<file path="config.mk">
export PLATFORM = sky130hd
export DESIGN_NAME = scrap_controller_flat
export DESIGN_NICKNAME = d
export VERILOG_FILES = /design/src/rtl/scrap_controller_if.sv /design/src/rtl/scrap_controller.sv /design/src/flat_wrapper.sv
export SDC_FILE = /design/constraint.sdc
export NUM_CORES = 1
export LEC_CHECK = 0
export CORE_MARGIN = 1.5
export CORE_UTILIZATION = 46
export DETAILED_ROUTE_END_ITERATION = 7
export PLACE_DENSITY = 0.86
export SKIP_LAST_GASP = 1
export SLEW_MARGIN = 5
export SYNTH_ARGS = -nofsm -noshare
export SYNTH_HDL_FRONTEND = slang
export SYNTH_SLANG_ARGS = --single-unit
</file>
<file path="constraint.sdc">
create_clock -name clk -period 5.9 [get_ports clk]
set_input_delay 0.59 -clock clk [delete_from_list [all_inputs] [get_ports clk]]
set_output_delay 0.59 -clock clk [all_outputs]
set_load 0.05 [all_outputs]
</file>
<file path="src/rtl/scrap_controller_if.sv">
// Bus bundle between scrap_controller, program/data memory and the alu_and_reg datapath.
// The master side is the controller; the slave side is memory plus datapath.
interface scrap_controller_if;
  logic [15:0] memData;
  logic [15:0] busA;
  logic [4:0]  flags;
  logic [15:0] memAddr;
  logic        memWe;
  logic [7:0]  aluOp;
  logic [4:0]  RegEn;
  logic [4:0]  BufEnA;
  logic [4:0]  BufEnB;
  logic [15:0] imm;
  logic        immEn;
  logic        memReadEn;
  logic        aluResultEn;
  logic        cin;
  logic [15:0] pc;

  modport master (
    input  memData, busA, flags,
    output memAddr, memWe, aluOp, RegEn, BufEnA, BufEnB,
           imm, immEn, memReadEn, aluResultEn, cin, pc
  );

  modport slave (
    output memData, busA, flags,
    input  memAddr, memWe, aluOp, RegEn, BufEnA, BufEnB,
           imm, immEn, memReadEn, aluResultEn, cin, pc
  );
endinterface

</file>
<file path="src/rtl/scrap_controller.sv">
// Fetch/decode/execute sequencer for the alu_and_reg datapath: holds PC, IR and PSR
// and decodes the current state and instruction into datapath and memory controls.
module scrap_controller (
  input  logic                clk,
  input  logic                reset,
  scrap_controller_if.master  bus
);
  typedef enum logic [1:0] {FETCH, DECODE, EXEC, LOADWB} state_t;

  localparam logic [4:0] NONE = 5'd16;

  state_t      state, state_nxt;
  logic [15:0] pc_q, pc_nxt;
  logic [15:0] ir;
  logic [4:0]  psr;
  logic        psr_ld;

  logic [3:0] op, rd, ext, rs;
  assign op  = ir[15:12];
  assign rd  = ir[11:8];
  assign ext = ir[7:4];
  assign rs  = ir[3:0];

  logic [15:0] mem_addr, imm_val;
  logic [7:0]  alu_op;
  logic [4:0]  reg_en, buf_a, buf_b;
  logic        mem_we, imm_en, mem_read_en, alu_res_en, carry_in;

  function automatic logic signed [15:0] sext8(input logic [7:0] v);
    return {{8{v[7]}}, v};
  endfunction

  // PSR bit order: [0] C, [1] L, [2] F, [3] Z, [4] N
  function automatic logic cond_taken(input logic [3:0] c, input logic [4:0] p);
    logic t;
    case (c)
      4'h0:    t = p[3];
      4'h1:    t = !p[3];
      4'h2:    t = p[0];
      4'h3:    t = !p[0];
      4'h4:    t = p[1];
      4'h5:    t = !p[1];
      4'h6:    t = p[4];
      4'h7:    t = !p[4];
      4'h8:    t = p[2];
      4'h9:    t = !p[2];
      4'hE:    t = 1'b1;
      default: t = 1'b0;
    endcase
    return t;
  endfunction

  always_ff @(posedge clk) begin
    if (reset) begin
      state <= FETCH;
      pc_q  <= '0;
      ir    <= '0;
      psr   <= '0;
    end else begin
      state <= state_nxt;
      pc_q  <= pc_nxt;
      if (state == DECODE) ir <= bus.memData;
      if (psr_ld) psr <= bus.flags;
    end
  end

  always_comb begin
    state_nxt   = state;
    pc_nxt      = pc_q;
    psr_ld      = 1'b0;
    mem_addr    = '0;
    mem_we      = 1'b0;
    alu_op      = '0;
    reg_en      = NONE;
    buf_a       = NONE;
    buf_b       = NONE;
    imm_val     = '0;
    imm_en      = 1'b0;
    mem_read_en = 1'b0;
    alu_res_en  = 1'b0;
    carry_in    = 1'b0;

    case (state)
      FETCH: begin
        mem_addr  = pc_q;
        state_nxt = DECODE;
      end
      DECODE: begin
        mem_addr  = pc_q;
        pc_nxt    = pc_q + 16'd1;
        state_nxt = EXEC;
      end
      EXEC: begin
        state_nxt = FETCH;
        case (op)
          4'h0: begin
            alu_op     = {4'h0, ext};
            buf_a      = {1'b0, rd};
            buf_b      = {1'b0, rs};
            alu_res_en = 1'b1;
            reg_en     = (ext == 4'hB) ? NONE : {1'b0, rd};
            carry_in   = (ext == 4'h7) && psr[0];
            psr_ld     = 1'b1;
          end
          // Immediate ALU ops write through the ALU result path like RR ops
          4'h1, 4'h2, 4'h3, 4'h5, 4'h7, 4'h9, 4'hB, 4'hD: begin
            alu_op     = {op, 4'h0};
            buf_a      = {1'b0, rd};
            imm_en     = 1'b1;
            imm_val    = $unsigned(sext8(ir[7:0]));
            alu_res_en = 1'b1;
            reg_en     = (op == 4'hB) ? NONE : {1'b0, rd};
            carry_in   = (op == 4'h7) && psr[0];
            psr_ld     = 1'b1;
          end
          4'h4: begin
            case (ext)
              4'h0: begin
                mem_addr  = bus.busA;
                buf_a     = {1'b0, rs};
                state_nxt = LOADWB;
              end
              4'h4: begin
                mem_addr = bus.busA;
                buf_a    = {1'b0, rs};
                buf_b    = {1'b0, rd};
                mem_we   = 1'b1;
              end
              // pc_q is already incremented here, so it is the link value
              4'h8: begin
                imm_val    = pc_q;
                imm_en     = 1'b1;
                alu_op     = 8'h0D;
                alu_res_en = 1'b1;
                reg_en     = {1'b0, rd};
                buf_a      = {1'b0, rs};
                pc_nxt     = bus.busA;
              end
              4'hC: begin
                buf_a = {1'b0, rs};
                if (cond_taken(rd, psr)) pc_nxt = bus.busA;
              end
              default: ;
            endcase
          end
          4'hC: begin
            if (cond_taken(rd, psr)) pc_nxt = pc_q + $unsigned(sext8(ir[7:0]));
          end
          default: ;
        endcase
      end
      LOADWB: begin
        mem_read_en = 1'b1;
        reg_en      = {1'b0, rd};
        state_nxt   = FETCH;
      end
      default: state_nxt = FETCH;
    endcase

    // Reset forces idle outputs so no write of any kind lands in a reset cycle
    if (reset) begin
      mem_addr    = '0;
      mem_we      = 1'b0;
      alu_op      = '0;
      reg_en      = NONE;
      buf_a       = NONE;
      buf_b       = NONE;
      imm_val     = '0;
      imm_en      = 1'b0;
      mem_read_en = 1'b0;
      alu_res_en  = 1'b0;
      carry_in    = 1'b0;
    end
  end

  assign bus.memAddr     = mem_addr;
  assign bus.memWe       = mem_we;
  assign bus.aluOp       = alu_op;
  assign bus.RegEn       = reg_en;
  assign bus.BufEnA      = buf_a;
  assign bus.BufEnB      = buf_b;
  assign bus.imm         = imm_val;
  assign bus.immEn       = imm_en;
  assign bus.memReadEn   = mem_read_en;
  assign bus.aluResultEn = alu_res_en;
  assign bus.cin         = carry_in;
  assign bus.pc          = reset ? 16'h0000 : pc_q;

  imm_excl_a: assert property (@(posedge clk) disable iff (reset) imm_en |-> (buf_b == NONE));
  src_excl_a: assert property (@(posedge clk) disable iff (reset) !(mem_read_en && alu_res_en));
endmodule
</file>
<file path="src/flat_wrapper.sv">
// flat-port wrapper written by rule: the top's interface ports become plain ports
module scrap_controller_flat 
  (clk, reset, bus_memData, bus_busA, bus_flags, bus_memAddr, bus_memWe, bus_aluOp, bus_RegEn, bus_BufEnA, bus_BufEnB, bus_imm, bus_immEn, bus_memReadEn, bus_aluResultEn, bus_cin, bus_pc);
  scrap_controller_if bus_i ();
  input  logic clk;
  input  logic reset;
  input wire logic [$bits(bus_i.memData)-1:0] bus_memData;
  input wire logic [$bits(bus_i.busA)-1:0] bus_busA;
  input wire logic [$bits(bus_i.flags)-1:0] bus_flags;
  output wire logic [$bits(bus_i.memAddr)-1:0] bus_memAddr;
  output wire logic [$bits(bus_i.memWe)-1:0] bus_memWe;
  output wire logic [$bits(bus_i.aluOp)-1:0] bus_aluOp;
  output wire logic [$bits(bus_i.RegEn)-1:0] bus_RegEn;
  output wire logic [$bits(bus_i.BufEnA)-1:0] bus_BufEnA;
  output wire logic [$bits(bus_i.BufEnB)-1:0] bus_BufEnB;
  output wire logic [$bits(bus_i.imm)-1:0] bus_imm;
  output wire logic [$bits(bus_i.immEn)-1:0] bus_immEn;
  output wire logic [$bits(bus_i.memReadEn)-1:0] bus_memReadEn;
  output wire logic [$bits(bus_i.aluResultEn)-1:0] bus_aluResultEn;
  output wire logic [$bits(bus_i.cin)-1:0] bus_cin;
  output wire logic [$bits(bus_i.pc)-1:0] bus_pc;
  assign bus_i.memData = bus_memData;
  assign bus_i.busA = bus_busA;
  assign bus_i.flags = bus_flags;
  assign bus_memAddr = bus_i.memAddr;
  assign bus_memWe = bus_i.memWe;
  assign bus_aluOp = bus_i.aluOp;
  assign bus_RegEn = bus_i.RegEn;
  assign bus_BufEnA = bus_i.BufEnA;
  assign bus_BufEnB = bus_i.BufEnB;
  assign bus_imm = bus_i.imm;
  assign bus_immEn = bus_i.immEn;
  assign bus_memReadEn = bus_i.memReadEn;
  assign bus_aluResultEn = bus_i.aluResultEn;
  assign bus_cin = bus_i.cin;
  assign bus_pc = bus_i.pc;
  scrap_controller u_core (.clk(clk), .reset(reset), .bus(bus_i));
endmodule
</file>
==> qor.yml <==
outcome:
  status: "finished, final reports clean"
clock_network:
  cts_tree: "built"
  postCtsSetupRepairBufs: 0
  cts_sinks: 39
  clockRootBuffer: "clkbuf_8"
  cts_max_path_buffers: 2
  holdBufCountCts: 0
  cts_resized: 0
  clkLatencyLatePin_ps: 310
  numCtsBuffers: 5
  clk_pin_slew_ps: 90
  htree_levels: 2
drt:
  vias: 4532
  drt_iter0_drc: 379
  ant_nets: 0
  drt_wl_total_um: 13600
  via_per_inst: 6.15
  drcViolationCount: 0
  dr.pass1.iters: 7
  wl_per_cell_um: 18.4
floorplanning:
  start_util_pct: 47.4
  die-area_mm2: 0.00902
  die_w_um: 95.0
  rows: 33
  io_pins: 115
  die_h_um: 95.0
  core_region_area_mm2: 0.00822
placed_design:
  dp_hpwl_um: 9790
  place_ws_ps: 2160
  port_buffers: 114
  gp_congestion: 0.922
run:
  maxCapViolations: 0
layout:
  drive_gt1_share_pct: 4.91
  final_nets: 691
  areaGrowthSynthToFinish_pct: 30.6
  diodes: 0
synth:
  synth_cell_types: 65
  yosys_most_used_dff: "dfxtp_1"
  yosys_warnings: 0
  synth_nets: 614
  synthesis.area_mm2: 0.00389
  syn_inst: 554
  synth_edf_count: 0
  ys_seq_area_share_pct: 20.1
  ys_ff_latch: 39
  async_flop_share_pct: 0
  avgSynthCellArea_um2: 7.02
power_and_ir_drop:
  switching_share_pct: 38.8
  p_leak_uw: 0.00182
  p_per_area_mw_per_mm2: 153
  p_int_uw: 478
  peakVddDrop_v: 0.000100
  p_sw_uw: 303
  p_comb_share_pct: 32.6
  seqPwrFrac_pct: 40.9
  power_frac_clock_pct: 26.6
timing:
  setup_viol: 0
  min_period_over_period_pct: 70.7
  finalWorstSetupSlack_ps: 1730
  max_freq_ghz: 0.240
  whs_ps: 475
  rsz0062_at_grt: "false"
  final.setup.tns_ps: 0
  hold_viol_final: 0
  finalCriticalPeriod_ps: 4170
  clock_skew_ps: 16.3
  slew_headroom_pct: 16.1
  slew_viol_final: 0
  worst-slew-pin-transition_ps: 1260
worst_hold_path:
  min_path_type: "flip-flop to flip-flop"
  hold_end: "u_core.psr[1]"
  worstHoldStart: "u_core.psr[1]"
  min_path_cells: 2
worst_setup_path:
  crit_path_end_kind: "output port"
  regToRegSetupSlack_ps: 3000
  r2r_end: "u_core.pc_q[15]"
  crit_arrival_ps: 3580
  required_ps: 5310
  r2r_cells: 8
  crit_path_start: "u_core.ir[12]"
  reg2reg_from: "u_core.ir[7]"
  crit_path_top_delay_cell: "clkdlybuf4s50_1"
  cp_top_family: "simple AND/OR/NAND/NOR gates"
  worst-path-max-fanout: 16
  crit_path_max_incr_delay_ps: 850
  path_class: "flip-flop to output port"
  cp_cell_sequence: "nand2_1, a21oi_1, buf_4, nor2b_1, nand2_1, a21oi_1, clkdlybuf4s50_1"
  path_buf_inv: 2
  start_kind: "flip-flop"
global_routing:
  grtUsageTotal_pct: 30.6
  grt_pass1_wl_um: 21500
  antenna_found_initial: 0
  grt_max_degree: 54
  grt_pass1_vias: 4261
  overflow: 0
==> state kept, by name (all words and copies together), names as in the netlist <==
| register | flops |
|---|---|
| u_core.state | 2 |
| u_core.ir | 16 |
| u_core.psr | 5 |
| u_core.pc_q | 16 |
==> per-stage QoR <==
stage,util [%],instances,cell area [µm²],power [µW]
2_1_floorplan,-,554,3890,491
3_3_place_gp,60.7,729,4990,564
3_5_place_dp,60.7,729,4990,572
4_1_cts,61.9,737,5080,769
5_1_grt,61.9,737,5080,809
6_report,61.9,737,5080,780
==> layout make-up <==
cell class	instances	area, µm²
tap	105	131
inverter	10	37.5
clock inverter	1	8.76
timing repair buffer	118	1170
fill	714	3130
clock buffer	7	86.3
sequential	39	781
multi-input combinational	457	2870
==> cells in the final DEF (no fill, tap or decap), drive strengths merged, types with 3 or more instances in the layout <==
cell           Yosys  layout
a21o               8       8
a21oi             40      40
a22oi             36      36
a311oi             5       5
a31oi              6       6
and2               4       4
and3              15      15
buf               13       5
clkbuf            35       7
clkdlybuf4s50      0     113
dfxtp             39      39
ha                20      20
inv               10      10
mux2i             22      22
nand2             56      56
nand2b             6       6
nand3             17      17
nand4              3       3
nor2              90      90
nor2b             25      25
nor3              12      12
nor3b              5       5
nor4               4       4
o211ai             3       3
o21a               3       3
o21ai             28      28
o31ai              5       5
o32ai              4       4
xnor2              6       6
xor2               7       7
==> cells by family (layout without fill, tap and decap cells) <==
logic type	after synthesis	after routing	synth area share [%]
fa+ha+maj	21	21	6.95
compound gates	158	158	27.8
simple gates	243	243	29.8
flops	39	39	20.1
mux	22	22	5.98
xor+xnor	13	13	2.93
buf+inv	58	136	6.43
==> metal layers <==
metal	up-vias	GRT usage, %	share of wire [%]
li1	2143	-	-
met1	2114	39.8	41
met2	248	50.8	47
met3	27	4.75	8.8
met4	0	11.1	2.3
met5	-	0	0
==> worst register-to-register path: stages, from the launching register on <==
cell and delay, ps:
dfxtp_1 870, ha_1 430, a21o_1 180, a31o_2 230, nand2_1 70, o311ai_1 140, a311oi_1 500, mux2i_1 280
a211oi_2 90
==> how the worst max path moves through the flow <==
stage / end / depth (start not counted)
after CTS: bus_imm[7] / 7
after global routing: bus_imm[7] / 7
after floorplan: bus_RegEn[0] / 4
after detailed placement: bus_imm[7] / 7
after global placement: bus_imm[12] / 7
final: bus_imm[7] / 7
==> Yosys cell counts, types with 2 or more instances <==
| master | instances | area [µm²] |
|---|---|---|
| inv_1 | 10 | 37.5 |
| o32ai_1 | 3 | 26.3 |
| buf_2 | 7 | 35.0 |
| and3_1 | 14 | 87.6 |
| ha_1 | 20 | 250 |
| nand3_1 | 17 | 85.1 |
| buf_1 | 2 | 7.51 |
| nand4b_1 | 2 | 17.5 |
| buf_6 | 2 | 22.5 |
| dfxtp_1 | 39 | 781 |
| o211ai_1 | 3 | 22.5 |
| o211a_1 | 2 | 20.0 |
| mux2i_1 | 21 | 210 |
| and2_1 | 4 | 25.0 |
| xor2_1 | 7 | 61.3 |
| a311oi_1 | 5 | 43.8 |
| or3_1 | 2 | 12.5 |
| a31oi_1 | 6 | 37.5 |
| o21a_1 | 3 | 22.5 |
| buf_4 | 2 | 15.0 |
| a21oi_1 | 40 | 200 |
| nor2b_1 | 25 | 156 |
| or2_2 | 2 | 12.5 |
| a22oi_1 | 36 | 270 |
| a21o_1 | 8 | 60.1 |
| nor3b_1 | 4 | 30.0 |
| o21ai_1 | 12 | 60.1 |
| nor4_1 | 3 | 18.8 |
| nor3_1 | 11 | 55.1 |
| clkbuf_1 | 34 | 128 |
| nand2_1 | 55 | 206 |
| o21ai_0 | 15 | 75.1 |
| nor2_1 | 90 | 338 |
| nand4_1 | 3 | 18.8 |
| o31ai_1 | 5 | 37.5 |
| xnor2_1 | 6 | 52.6 |
| nand2b_1 | 5 | 31.3 |
| o311ai_1 | 2 | 17.5 |
==> power groups by stage <==
stage | logic (µW) | clock network (µW) | registers (µW)
global route | 275 | 212 | 322
CTS | 251 | 202 | 317
finish | 254 | 207 | 319
detailed placement | 250 | 0 | 323
floorplan | 190 | 0 | 301
global placement | 242 | 0 | 321
No activity file was read; power rests on OpenSTA's default activity.
